==> src/rtl/div_pkg.sv <==
// Shared definitions for the iterative divide unit: state encoding and defaults.
package div_pkg;

   localparam int unsigned DIV_DATA_W = 32;
   localparam int unsigned DIV_CNT_W  = 6;

   typedef enum logic [1:0] {
      IDLE = 2'd0,
      PREP = 2'd1,
      CALC = 2'd2,
      DONE = 2'd3
   } div_state_e;

   // Divide-by-zero: quotient is all ones, remainder passes the dividend through.
   localparam logic DIV0_QUO_BIT = 1'b1;

endpackage

==> src/rtl/div_iter_step.sv <==
// One radix-2 restoring division iteration: shift {rem, quo} left, trial-subtract the divisor.
module div_iter_step
   import div_pkg::*;
#(
   parameter int unsigned DATA_W = DIV_DATA_W
) (
   input  logic [DATA_W-1:0] rem_i,
   input  logic [DATA_W-1:0] quo_i,
   input  logic [DATA_W-1:0] divisor_i,
   output logic [DATA_W-1:0] rem_next_o,
   output logic [DATA_W-1:0] quo_next_o
);

   logic [DATA_W:0] shifted;
   logic [DATA_W:0] diff;

   always_comb begin
      shifted = {rem_i, quo_i[DATA_W-1]};
      diff    = shifted - {1'b0, divisor_i};
      // A clear top bit means the trial subtraction did not borrow.
      if (!diff[DATA_W]) begin
         rem_next_o = diff[DATA_W-1:0];
         quo_next_o = {quo_i[DATA_W-2:0], 1'b1};
      end else begin
         rem_next_o = shifted[DATA_W-1:0];
         quo_next_o = {quo_i[DATA_W-2:0], 1'b0};
      end
   end

endmodule

==> src/rtl/div_iter_ctrl.sv <==
// Multi-cycle div.w/mod.w/div.wu/mod.wu unit with request/response handshakes and cancel.
module div_iter_ctrl
   import div_pkg::*;
#(
   parameter int unsigned DATA_W = DIV_DATA_W,
   parameter int unsigned CNT_W  = DIV_CNT_W
) (
   input  logic              clk,
   input  logic              resetn,
   input  logic              req_valid,
   output logic              req_ready,
   input  logic              req_signed,
   input  logic              req_rem,
   input  logic [DATA_W-1:0] req_src1,
   input  logic [DATA_W-1:0] req_src2,
   input  logic              cancel,
   output logic              resp_valid,
   input  logic              resp_ready,
   output logic [DATA_W-1:0] resp_data,
   output logic              busy
);

   localparam logic [CNT_W-1:0] CNT_LAST = CNT_W'(DATA_W - 1);

   div_state_e        state_q;
   logic [DATA_W-1:0] src1_q, src2_q;
   logic [DATA_W-1:0] dsr_q, rem_q, quo_q;
   logic [CNT_W-1:0]  cnt_q;
   logic              signed_q, remsel_q, qneg_q, rneg_q;
   logic              resp_valid_q;
   logic [DATA_W-1:0] resp_data_q;

   logic [DATA_W-1:0] mag1_d, mag2_d;
   logic [DATA_W-1:0] rem_nxt, quo_nxt;
   logic [DATA_W-1:0] quo_fix_d, rem_fix_d;

   div_iter_step #(.DATA_W(DATA_W)) u_step (
      .rem_i      (rem_q),
      .quo_i      (quo_q),
      .divisor_i  (dsr_q),
      .rem_next_o (rem_nxt),
      .quo_next_o (quo_nxt)
   );

   always_comb begin
      mag1_d    = (signed_q && src1_q[DATA_W-1]) ? ('0 - src1_q) : src1_q;
      mag2_d    = (signed_q && src2_q[DATA_W-1]) ? ('0 - src2_q) : src2_q;
      quo_fix_d = qneg_q ? ('0 - quo_nxt) : quo_nxt;
      rem_fix_d = rneg_q ? ('0 - rem_nxt) : rem_nxt;
   end

   always_ff @(posedge clk) begin
      if (!resetn) begin
         state_q      <= IDLE;
         src1_q       <= '0;
         src2_q       <= '0;
         dsr_q        <= '0;
         rem_q        <= '0;
         quo_q        <= '0;
         cnt_q        <= '0;
         signed_q     <= 1'b0;
         remsel_q     <= 1'b0;
         qneg_q       <= 1'b0;
         rneg_q       <= 1'b0;
         resp_valid_q <= 1'b0;
         resp_data_q  <= '0;
      end else if (cancel) begin
         state_q      <= IDLE;
         resp_valid_q <= 1'b0;
      end else begin
         case (state_q)
            IDLE: begin
               if (req_valid) begin
                  src1_q   <= req_src1;
                  src2_q   <= req_src2;
                  signed_q <= req_signed;
                  remsel_q <= req_rem;
                  state_q  <= PREP;
               end
            end
            PREP: begin
               quo_q  <= mag1_d;
               dsr_q  <= mag2_d;
               rem_q  <= '0;
               cnt_q  <= '0;
               qneg_q <= signed_q & (src1_q[DATA_W-1] ^ src2_q[DATA_W-1]);
               rneg_q <= signed_q & src1_q[DATA_W-1];
               if (src2_q == '0) begin
                  resp_data_q  <= remsel_q ? src1_q : {DATA_W{DIV0_QUO_BIT}};
                  resp_valid_q <= 1'b1;
                  state_q      <= DONE;
               end else begin
                  state_q <= CALC;
               end
            end
            CALC: begin
               rem_q <= rem_nxt;
               quo_q <= quo_nxt;
               cnt_q <= cnt_q + CNT_W'(1);
               // Final iteration: sign fixup and result select happen on the DONE entry edge.
               if (cnt_q == CNT_LAST) begin
                  resp_data_q  <= remsel_q ? rem_fix_d : quo_fix_d;
                  resp_valid_q <= 1'b1;
                  state_q      <= DONE;
               end
            end
            DONE: begin
               if (resp_ready) begin
                  resp_valid_q <= 1'b0;
                  state_q      <= IDLE;
               end
            end
            default: state_q <= IDLE;
         endcase
      end
   end

   assign req_ready  = (state_q == IDLE);
   assign busy       = (state_q != IDLE);
   assign resp_valid = resp_valid_q;
   assign resp_data  = resp_data_q;

endmodule

==> config.mk <==
export PLATFORM = sky130hd
export DESIGN_NAME = div_iter_ctrl
export DESIGN_NICKNAME = d
export VERILOG_FILES = /design/src/rtl/div_pkg.sv /design/src/rtl/div_iter_step.sv /design/src/rtl/div_iter_ctrl.sv
export SDC_FILE = /design/constraint.sdc
export NUM_CORES = 1
export LEC_CHECK = 0
export CELL_PAD_IN_SITES_DETAIL_PLACEMENT = 2
export CELL_PAD_IN_SITES_GLOBAL_PLACEMENT = 2
export CORE_MARGIN = 3
export CORE_UTILIZATION = 35
export CTS_CLUSTER_DIAMETER = 80
export CTS_CLUSTER_SIZE = 14
export DETAILED_ROUTE_END_ITERATION = 7
export MAX_ROUTING_LAYER = met4
export PLACE_DENSITY = 0.88
export SETUP_SLACK_MARGIN = 0.05
export SYNTH_ARGS = -nofsm -noshare
export SYNTH_HDL_FRONTEND = slang
export SYNTH_SLANG_ARGS = --single-unit
==> constraint.sdc <==
create_clock -name clk -period 6.44 [get_ports clk]
set_input_delay 1.288 -clock clk [delete_from_list [all_inputs] [get_ports clk]]
set_output_delay 1.288 -clock clk [all_outputs]
set_load 0.01 [all_outputs]
# ---- Yosys cells after proc, flatten, opt, wreduce, memory -nomap -nowiden
# Cells that the tools add are included.
dict set report totals {
  memories 0
  inputBits 71
  ramBits 0
  rom_bits 0
  wordCells 69
  regBits 205
  latchBits 0
}
dict set report op_classes {
  order_cmp 0
  reduce_logical 14
  n_mux 23
  addsub 6
  n_mul 0
  eq_ne 8
  div_mod_pow 0
  n_bitwise 5
  shifts 0
}
# operator count
set op_table {}
lappend op_table {{32-bit two-way mux} 9}
lappend op_table {{32-bit case mux with 2 select lines} 3}
lappend op_table {{1-bit by 32-bit subtractor with 32-bit output (first input constant)} 4}
lappend op_table {{33-bit by 32-bit subtractor with 33-bit output} 1}
lappend op_table {{32-bit logical NOT} 1}
lappend op_table {{6-bit case mux with 2 select lines} 1}
lappend op_table {{2-bit inequality test (second input constant)} 4}
lappend op_table {{2-bit case mux with 4 select lines} 1}
lappend op_table {{4-bit AND reduction} 2}
lappend op_table {{6-bit by 1-bit adder with 6-bit output (second input constant)} 1}
lappend op_table {{6-bit by 5-bit equality test with 1-bit output (second input constant)} 1}
lappend op_table {{2-bit two-way mux} 3}
lappend op_table {{3-bit AND reduction} 2}
lappend op_table {{1-bit two-way mux} 5}
lappend op_table {{2-bit equality test (second input constant)} 2}
lappend op_table {{2-bit AND reduction} 2}
lappend op_table {{2-bit nonzero test} 2}
lappend op_table {{1-bit case mux with 3 select lines} 1}
lappend op_table {{3-bit nonzero test} 1}
lappend op_table {{1-bit AND} 2}
lappend op_table {{2-bit by 1-bit equality test with 1-bit output (second input constant)} 1}
lappend op_table {{1-bit logical AND} 2}
lappend op_table {{2-bit logical NOT} 1}
lappend op_table {{1-bit inverter} 2}
lappend op_table {{other kinds (2)} 2}

# ---- Depth between registers and ports, before layout
# Gate-level depths: netlist (run 1).
dict set report depth {
  word_depth 7
  mapped_depth 24
  depth_no_buf 22
}

# ---- Modules after synthesis
# Synthesis (run 1) repeated with hierarchy kept, for this count alone.
dict set report unflattened {
  cells_unflattened 1769
  area_unflattened_um2 13426.6
}
# mod area_each_um2 seq_area_each_um2 instances cells_each
set by_module_without_submodules {}
lappend by_module_without_submodules {div_iter_ctrl 10835.4 4103.9 1 1433}
lappend by_module_without_submodules {div_iter_step 2591.2 0.0 1 336}

# ---- Least setup slack after synthesis (run 1)
# Ideal clock, no wire load.
dict set report synth_path {
  path_kind {register to register}
  startpoint {reg quo_q[31]}
  endpoint {reg resp_data_q[28] (netlist: resp_data[28])}
  synth_period_minus_slack_ns 5.087
  n_path_buf 2
  setup_time_ns 0.123
  slack_ns 1.353
  path_stages_with_launch 23
  t_arrival_ns 4.964
  cell_sequence {dfxtp_1 > inv_1 > ha_1 > inv_1 > fa_1 > a211o_1 > a211o_1 > nand3_2 > a21oi_2 > o21a_2 > nor2_4 > buf_6 > buf_2 > mux2i_1 > ha_1 > nand3_1 > or3b_2 > a2111oi_4 > a41oi_2 > or3_4 > o31ai_4 > xor2_1 > o21ai_1}
}
dict set report synth_via {
  elab_chain_len 7
  word_cells_on_any_way 10
  cone_classes {3 x add/sub; 7 x mux}
}
# item line_no
set synth_lines {}
lappend synth_lines {{start: declaration} div_iter_ctrl.sv:27} ;# logic [DATA_W-1:0] dsr_q, rem_q, quo_q;
lappend synth_lines {{start signal: assignment} div_iter_ctrl.sv:82} ;# quo_q <= mag1_d;
lappend synth_lines {{start signal: assignment} div_iter_ctrl.sv:98} ;# quo_q <= quo_nxt;
lappend synth_lines {{33-bit by 32-bit subtractor with 33-bit output} div_iter_step.sv:19} ;# diff = shifted - {1'b0, divisor_i};
lappend synth_lines {{1-bit two-way mux or 32-bit two-way mux (tied branches)} div_iter_step.sv:21} ;# if (!diff[DATA_W]) begin
lappend synth_lines {{1-bit by 32-bit subtractor with 32-bit output, on equally long branches} {div_iter_ctrl.sv:48, div_iter_ctrl.sv:49}}
lappend synth_lines {{32-bit two-way mux, on equally long branches} {div_iter_ctrl.sv:48, div_iter_ctrl.sv:49}}
lappend synth_lines {{32-bit two-way mux (*)} div_iter_ctrl.sv:102} ;# resp_data_q <= remsel_q ? rem_fix_d : quo_fix_d;
lappend synth_lines {{32-bit two-way mux (*)} div_iter_ctrl.sv:101} ;# if (cnt_q == CNT_LAST) begin
lappend synth_lines {{32-bit case mux with 2 select lines (*)} div_iter_ctrl.sv:71} ;# case (state_q)
lappend synth_lines {{end signal: assignment} div_iter_ctrl.sv:89} ;# resp_data_q <= remsel_q ? src1_q : {DATA_W{DIV0_QUO_BIT}};
lappend synth_lines {{end signal: assignment} div_iter_ctrl.sv:102}
lappend synth_lines {{end: declaration} div_iter_ctrl.sv:31} ;# logic [DATA_W-1:0] resp_data_q;
# Mark *: on every way between the ends. The rest lies on a longest branch, timed or not. The select of a mux whose other input is x is not followed.
# A chain may end at the register's enable or synchronous reset.

# ---- Worst setup path in the final report (run 1)
# Same ends and word-level chain as after synthesis.

==> impl_results.md, run 1 <==
- Max Clock Skew: 0.0329 ns
- Final nets: 1996
- Most common cell after layout, fill and taps aside: nand2_1
- Maximum vdd drop: 0.135 mV
- Crit path max fanout: 16
- Clk slew on worst S/H paths: 0.07 ns
- Die Wd: 206 microns
- Placed inst area: 15400 sq um
- Final period util: 0.887
- Detailed Route WL: 58500 microns
- Worst Path Required: 6.84 ns
- Netlist cell types: 84
- Initial drt markers: 980
- Reg power frac: 0.356
- Core area: 39100 sq um
- CTS tree: yes
- Reg2reg setup slack: 0.73 ns
- Hold slack: 0.446 ns
- Max-slew headroom: 0.361
- Fillcell total: 4522
- Gr usage total: 0.280
- CTS H-tree lvls: 1
- Vias: 14400
- Final worst path period need: 5.71 ns
- Power Density: 237 nW/um^2
- Fin. Hold Viols: 0
- Die area: 42500 sq um
- ANT cells: 0
- DP HPWL: 42500 microns
- Fmax achieved: 175 MHz
- Setup Fix Bufs, Post-CTS: 0
- Area delta synth->final: 14.8%
- Sequential element share of the synthesized area: 0.292
- Clock power frac: 0.356
- Total internal power: 2.46 mW
- Final Max Tran Viols: 0
- Multi-input gate area: 9250 sq um
- Final Wtd Congestion: 0.905
- Pin slew with the least headroom to its limit: 0.959 ns
- Cell Area, Synth: 14000 sq um
- CTS Buf Count: 21
- Root Buffer Master: clkbuf_16
- Starting density of the core: 0.359
- Boundary pin count: 106
- Initial antenna violation count: 0
- Total clock sinks: 205
- Clock insertion delay at the later pin of the skew report: 0.55 ns
- Most frequent cells in the layout: 383 x nand2_1, 205 x dfxtp_1, 134 x o21ai_0
- RSZ-0062 raised after global routing: false
- Lkg Pwr: 6.25 nW
- Clk buf depth: 3
- DR WL/cell: 24.3 microns
- # setup viols final: 0
- Hold Buf Count CTS: 0
- Synth Warn #: 0
- Post-synth net total: 1974
- Synth Register Bits: 205
- Die H: 206 microns
- CP startpoint: quo_q[31]
- Post-cts sizing count: 0
- EDFF count, synth: 0
- Fin Setup TNS: 0 ns
- Mapped Avg Cell Area: 7.54 sq um
- Post-route DRC: 0
- Psw: 1.36 mW
- Final Util: 0.412
- Port bufs: 105
- WP data arrival: 6.12 ns
- Worst Setup Path Type: reg -> reg
- Min-delay src: resp_data[21]
- Post-route cell area: 16100 sq um
- CP Launch Type: register
- Largest net degree at the start of global routing: 68
- Maxcap violations: 0
- First-pass GRT wire length: 91100 microns
- Worst hold path class: reg -> reg
- Worst r2r src: quo_q[31]
- Final antenna-violating net count: 0
- DR pass1 iterations: 5
- Seq. cell area: 4100 sq um
- Switching share of power: 0.356
- Ys async rst share: 0
- Std cell rows: 72
- Layout cells sized above 1: 0.0487
- Logic pwr share: 0.288
- Status: completed
- Vias in the first global route: 15600
- Cells after synthesis: 1861
- GR Overflow Total: 0
- Dominant synthesized flop cell: dfxtp_1
- Vias/cell: 5.96
- Crit path capture type: register
## stage by stage
stage | std cells | power (mW) | worst slack, ns
after floorplan | 1861 | 2.08 | 1.35
after global routing | 2409 | 3.98 | 0.340
final | 2409 | 3.82 | 0.725
after CTS | 2409 | 3.83 | 0.764
after global placement | 2378 | 2.41 | 1.13
after detailed placement | 2378 | 2.45 | 0.873
## path summary, 6_finish.rpt
| check | depth (start not counted) | to |
|---|---|---|
| worst min-delay path | 2 | resp_data[21] |
| worst min register to register | 2 | resp_data[21] |
| worst max register to register | 20 | resp_data[28] |
| worst max-delay path | 20 | resp_data[28] |
## critical path: stages, from the launching register on
cell       delay (ns)
dfxtp_1          0.36
inv_1            0.10
ha_1             0.20
inv_1            0.07
fa_1             0.41
a211o_1          0.32
a211o_1          0.40
nand3_2          0.15
a21oi_2          0.10
o21a_2           0.36
nor2_4           0.28
mux2i_1          0.33
ha_1             0.26
nand3_1          0.14
or3b_2           0.53
a2111oi_4        0.40
a41oi_2          0.15
or3_4            0.50
o31ai_4          0.19
xor2_1           0.22
o21ai_1          0.08
## logic make-up after synthesis
logic type,share of synthesized area
compound gates,0.289
xor+xnor,0.0811
fa+ha+maj,0.0380
buf+inv,0.0514
flops,0.292
mux,0.0227
simple gates,0.225
## power by group through the flow
| stage | Sequential, mW | Clock [mW] | Combinational, mW |
|---|---|---|---|
| 6_report | 1.36 | 1.36 | 1.10 |
| 5_1_grt | 1.36 | 1.43 | 1.18 |
| 4_1_cts | 1.36 | 1.38 | 1.09 |
| 3_5_place_dp | 1.39 | 0 | 1.07 |
| 3_3_place_gp | 1.38 | 0 | 1.03 |
| 2_1_floorplan | 1.37 | 0 | 0.716 |
## synth_stat cells, types with 21 or more instances
| cell | n | area, sq um |
|---|---|---|
| a21boi_0 | 100 | 751 |
| nor3_1 | 30 | 150 |
| mux2i_1 | 24 | 240 |
| and2_1 | 43 | 269 |
| dfxtp_1 | 205 | 4100 |
| inv_1 | 56 | 210 |
| o21ai_0 | 134 | 671 |
| xor2_1 | 60 | 526 |
| clkbuf_1 | 96 | 360 |
| nand3_1 | 21 | 105 |
| nor2_1 | 83 | 312 |
| a21oi_1 | 91 | 455 |
| nand2_1 | 383 | 1440 |
| o211ai_1 | 23 | 173 |
| o31ai_1 | 26 | 195 |
| ha_1 | 41 | 513 |
| o211a_1 | 34 | 340 |
| xnor2_1 | 70 | 613 |
| nor2b_1 | 24 | 150 |
## per-layer routing
metal | global-route usage | vias up | share of wire | routed length, microns
met5 | - | - | 0 | 0
met4 | 0.0873 | 0 | 0.034 | 1970
met3 | 0.0367 | 115 | 0.037 | 2190
met2 | 0.474 | 314 | 0.49 | 28500
met1 | 0.348 | 7323 | 0.44 | 25800
li1 | - | 6617 | - | -
## flip-flops by register name, summed over array words and instances (netlist names)
register    cells
cnt_q           6
dsr_q          32
qneg_q          1
quo_q          32
rem_q          32
remsel_q        1
resp_data      32
resp_valid      1
rneg_q          1
signed_q        1
src1_q         32
src2_q         32
state_q         2
## cell type report
cell class,count,share of cell area
timing repair buffer,123,0.0735
inverter,59,0.0137
clock inverter,8,0.0102
tap,518,0.0402
sequential,205,0.255
clock buffer,23,0.0337
multi-input combinational,1473,0.574
Note: power is estimated with default switching activity, not from simulation.
==> run 2, diff against run 1 <==
--- a/config.mk
+++ b/config.mk
@@ -7,7 +7,6 @@
 export LEC_CHECK = 0
 export CELL_PAD_IN_SITES_DETAIL_PLACEMENT = 2
 export CELL_PAD_IN_SITES_GLOBAL_PLACEMENT = 2
-export CORE_MARGIN = 3
 export CORE_UTILIZATION = 35
 export CTS_CLUSTER_DIAMETER = 80
 export CTS_CLUSTER_SIZE = 14
==> run 2 against run 1 <==
  * Clock power down 16%
  * Via count up 0.73%
  * Routed wire length down 0.47%
  * Core utilization down 0.34 points
  * Sequential power about the same
  * Total power down 5.6%
  * Clock-buffer cell count down 2
  * Sequential share of layout area up 0.21 points
  * Design area down 0.83%
  * Critical endpoint unchanged
==> impl_results.md, run 2 (same netlist as run 1, synthesis figures left out) <==
- Fillcell total: 4512 (-0.22%)
- Core area: 39100 sq um (unchanged)
- Post-cts sizing count: 0 (unchanged)
- CTS tree: yes
- Worst hold path class: reg -> reg
- Placed inst area: 15400 sq um (about the same)
- Worst Setup Path Type: reg -> reg
- Die H: 202 microns (-1.9%)
- Total clock sinks: 205 (unchanged)
- Boundary pin count: 106 (unchanged)
- Std cell rows: 72 (unchanged)
- # setup viols final: 0 (unchanged)
- Post-route cell area: 16000 sq um (-0.83%)
- Fin Setup TNS: 0 ns (unchanged)
- Max-slew headroom: 0.311 (-0.0493)
- Final Wtd Congestion: 0.893 (-1.4%)
- Final Non-Filler Cells: 2406 (-0.12%)
- GR Overflow Total: 0 (unchanged)
- Multi-input gate area: 9250 sq um (unchanged)
- Post-route DRC: 0 (unchanged)
- Fmax achieved: 174 MHz (-0.75%)
- Most common cell after layout, fill and taps aside: nand2_1
- Status: completed
- Vias in the first global route: 15800 (+1.7%)
- Worst Path Required: 6.86 ns (+0.02 ns)
- Area delta synth->final: 13.9%
- Setup Fix Bufs, Post-CTS: 0 (unchanged)
- Hold Buf Count CTS: 0 (unchanged)
- DP HPWL: 43200 microns (+1.7%)
- Clk slew on worst S/H paths: 0.08 ns (about the same)
- Vias/cell: 6.02 (+0.86%)
- Max Clock Skew: 0.0307 ns (-0.00220 ns)
- Final period util: 0.894 (+0.00671)
- Crit path capture type: register
- CP Launch Type: register
- Final nets: 1996 (unchanged)
- DR pass1 iterations: 5 (unchanged)
- Initial antenna violation count: 1 (+1)
- Starting density of the core: 0.359 (unchanged)
- Die Wd: 202 microns (-1.9%)
- Clock insertion delay at the later pin of the skew report: 0.55 ns (about the same)
- CTS Buf Count: 20 (-4.8%)
- Final worst path period need: 5.76 ns (+0.0432 ns)
- Port bufs: 105 (unchanged)
- Layout cells sized above 1: 0.0466 (-0.00202)
- Maxcap violations: 0 (unchanged)
- Pin slew with the least headroom to its limit: 1.03 ns (+0.0706 ns)
- Die area: 40900 sq um (-3.8%)
- Placed insts: 2379 (+0.042%)
- Power Density: 225 nW/um^2 (-4.8%)
- Clk buf depth: 3 (unchanged)
- Final antenna-violating net count: 0 (unchanged)
- DR WL/cell: 24.2 microns (-0.35%)
- Root Buffer Master: clkbuf_16
- Maximum vdd drop: 0.167 mV (+24%)
- Crit path max fanout: 16 (unchanged)
- Lkg Pwr: 6.18 nW (-1.1%)
- Most frequent cells in the layout: 383 x nand2_1, 205 x dfxtp_1, 134 x o21ai_0
- Initial drt markers: 767 (-22%)
- First-pass GRT wire length: 91500 microns (+0.33%)
- WP data arrival: 6.18 ns (+0.06 ns)
- Detailed Route WL: 58300 microns (-0.47%)
- RSZ-0062 raised after global routing: false
- Largest net degree at the start of global routing: 78 (+15%)
- Fin. Hold Viols: 0 (unchanged)
- Seq. cell area: 4100 sq um (unchanged)
- CTS H-tree lvls: 1 (unchanged)
- Final Max Tran Viols: 0 (unchanged)
- Gr usage total: 0.292 (+0.0119)
- Vias: 14500 (+0.73%)
-- run 2: layout make-up --
type                    count  share of cell area
diodes                      1            0.000157
clock buffers              21              0.0316
clock inverters             5             0.00376
inverters                  59              0.0139
multi-input cells        1473               0.579
flip-flops and latches    205               0.257
well taps                 518              0.0406
repair buffers            124              0.0745
-- run 2: report_power, final --
| part | switching (mW) | total (mW) | internal (mW) |
|---|---|---|---|
| Clock | 0.566 | 1.14 | 0.569 |
| Combinational | 0.723 | 1.11 | 0.383 |
| Sequential | 0.0542 | 1.36 | 1.31 |
| Total | 1.34 | 3.60 | 2.26 |
-- run 2: per-stage QoR --
| step | util | setup WS, ns | hold WS (ns) | total power [mW] |
|---|---|---|---|---|
| after floorplan | - | 1.35 | 0.441 | 2.08 |
| after global placement | 0.394 | 1.22 | 0.430 | 2.41 |
| after detailed placement | 0.394 | 0.821 | 0.444 | 2.46 |
| after CTS | 0.409 | 0.775 | 0.455 | 3.61 |
| after global routing | 0.409 | 0.470 | 0.469 | 3.74 |
| final | 0.409 | 0.682 | 0.448 | 3.60 |
-- run 2: final timing paths --
| kind | from | end | slack [ns] | cells after the start |
|---|---|---|---|---|
| worst max-delay path | quo_q[31] | resp_data[28] | 0.68 | 20 |
| worst min-delay path | resp_data[21] | resp_data[21] | 0.45 | 2 |
| worst max register to register | quo_q[31] | resp_data[28] | 0.68 | 20 |
| worst min register to register | resp_data[21] | resp_data[21] | 0.45 | 2 |
-- run 2: worst max-delay path: stages (launching register included) --
cell and delay [ns]:
dfxtp_1 0.37, inv_1 0.11, ha_1 0.20, inv_1 0.07, fa_1 0.41, a211o_1 0.32
a211o_1 0.40, nand3_2 0.16, a21oi_2 0.10, o21a_2 0.36, nor2_4 0.25, mux2i_1 0.37
ha_1 0.27, nand3_1 0.14, or3b_2 0.53, a2111oi_4 0.40, a41oi_2 0.15, or3_4 0.49
o31ai_4 0.20, xor2_1 0.24, o21ai_1 0.09
-- run 2: metal layers --
layer	vias to the layer above	global-route usage	part of all wire
li1	6635	-	-
met1	7381	0.345	0.43
met2	335	0.500	0.49
met3	123	0.0431	0.046
met4	0	0.107	0.035
met5	-	-	0
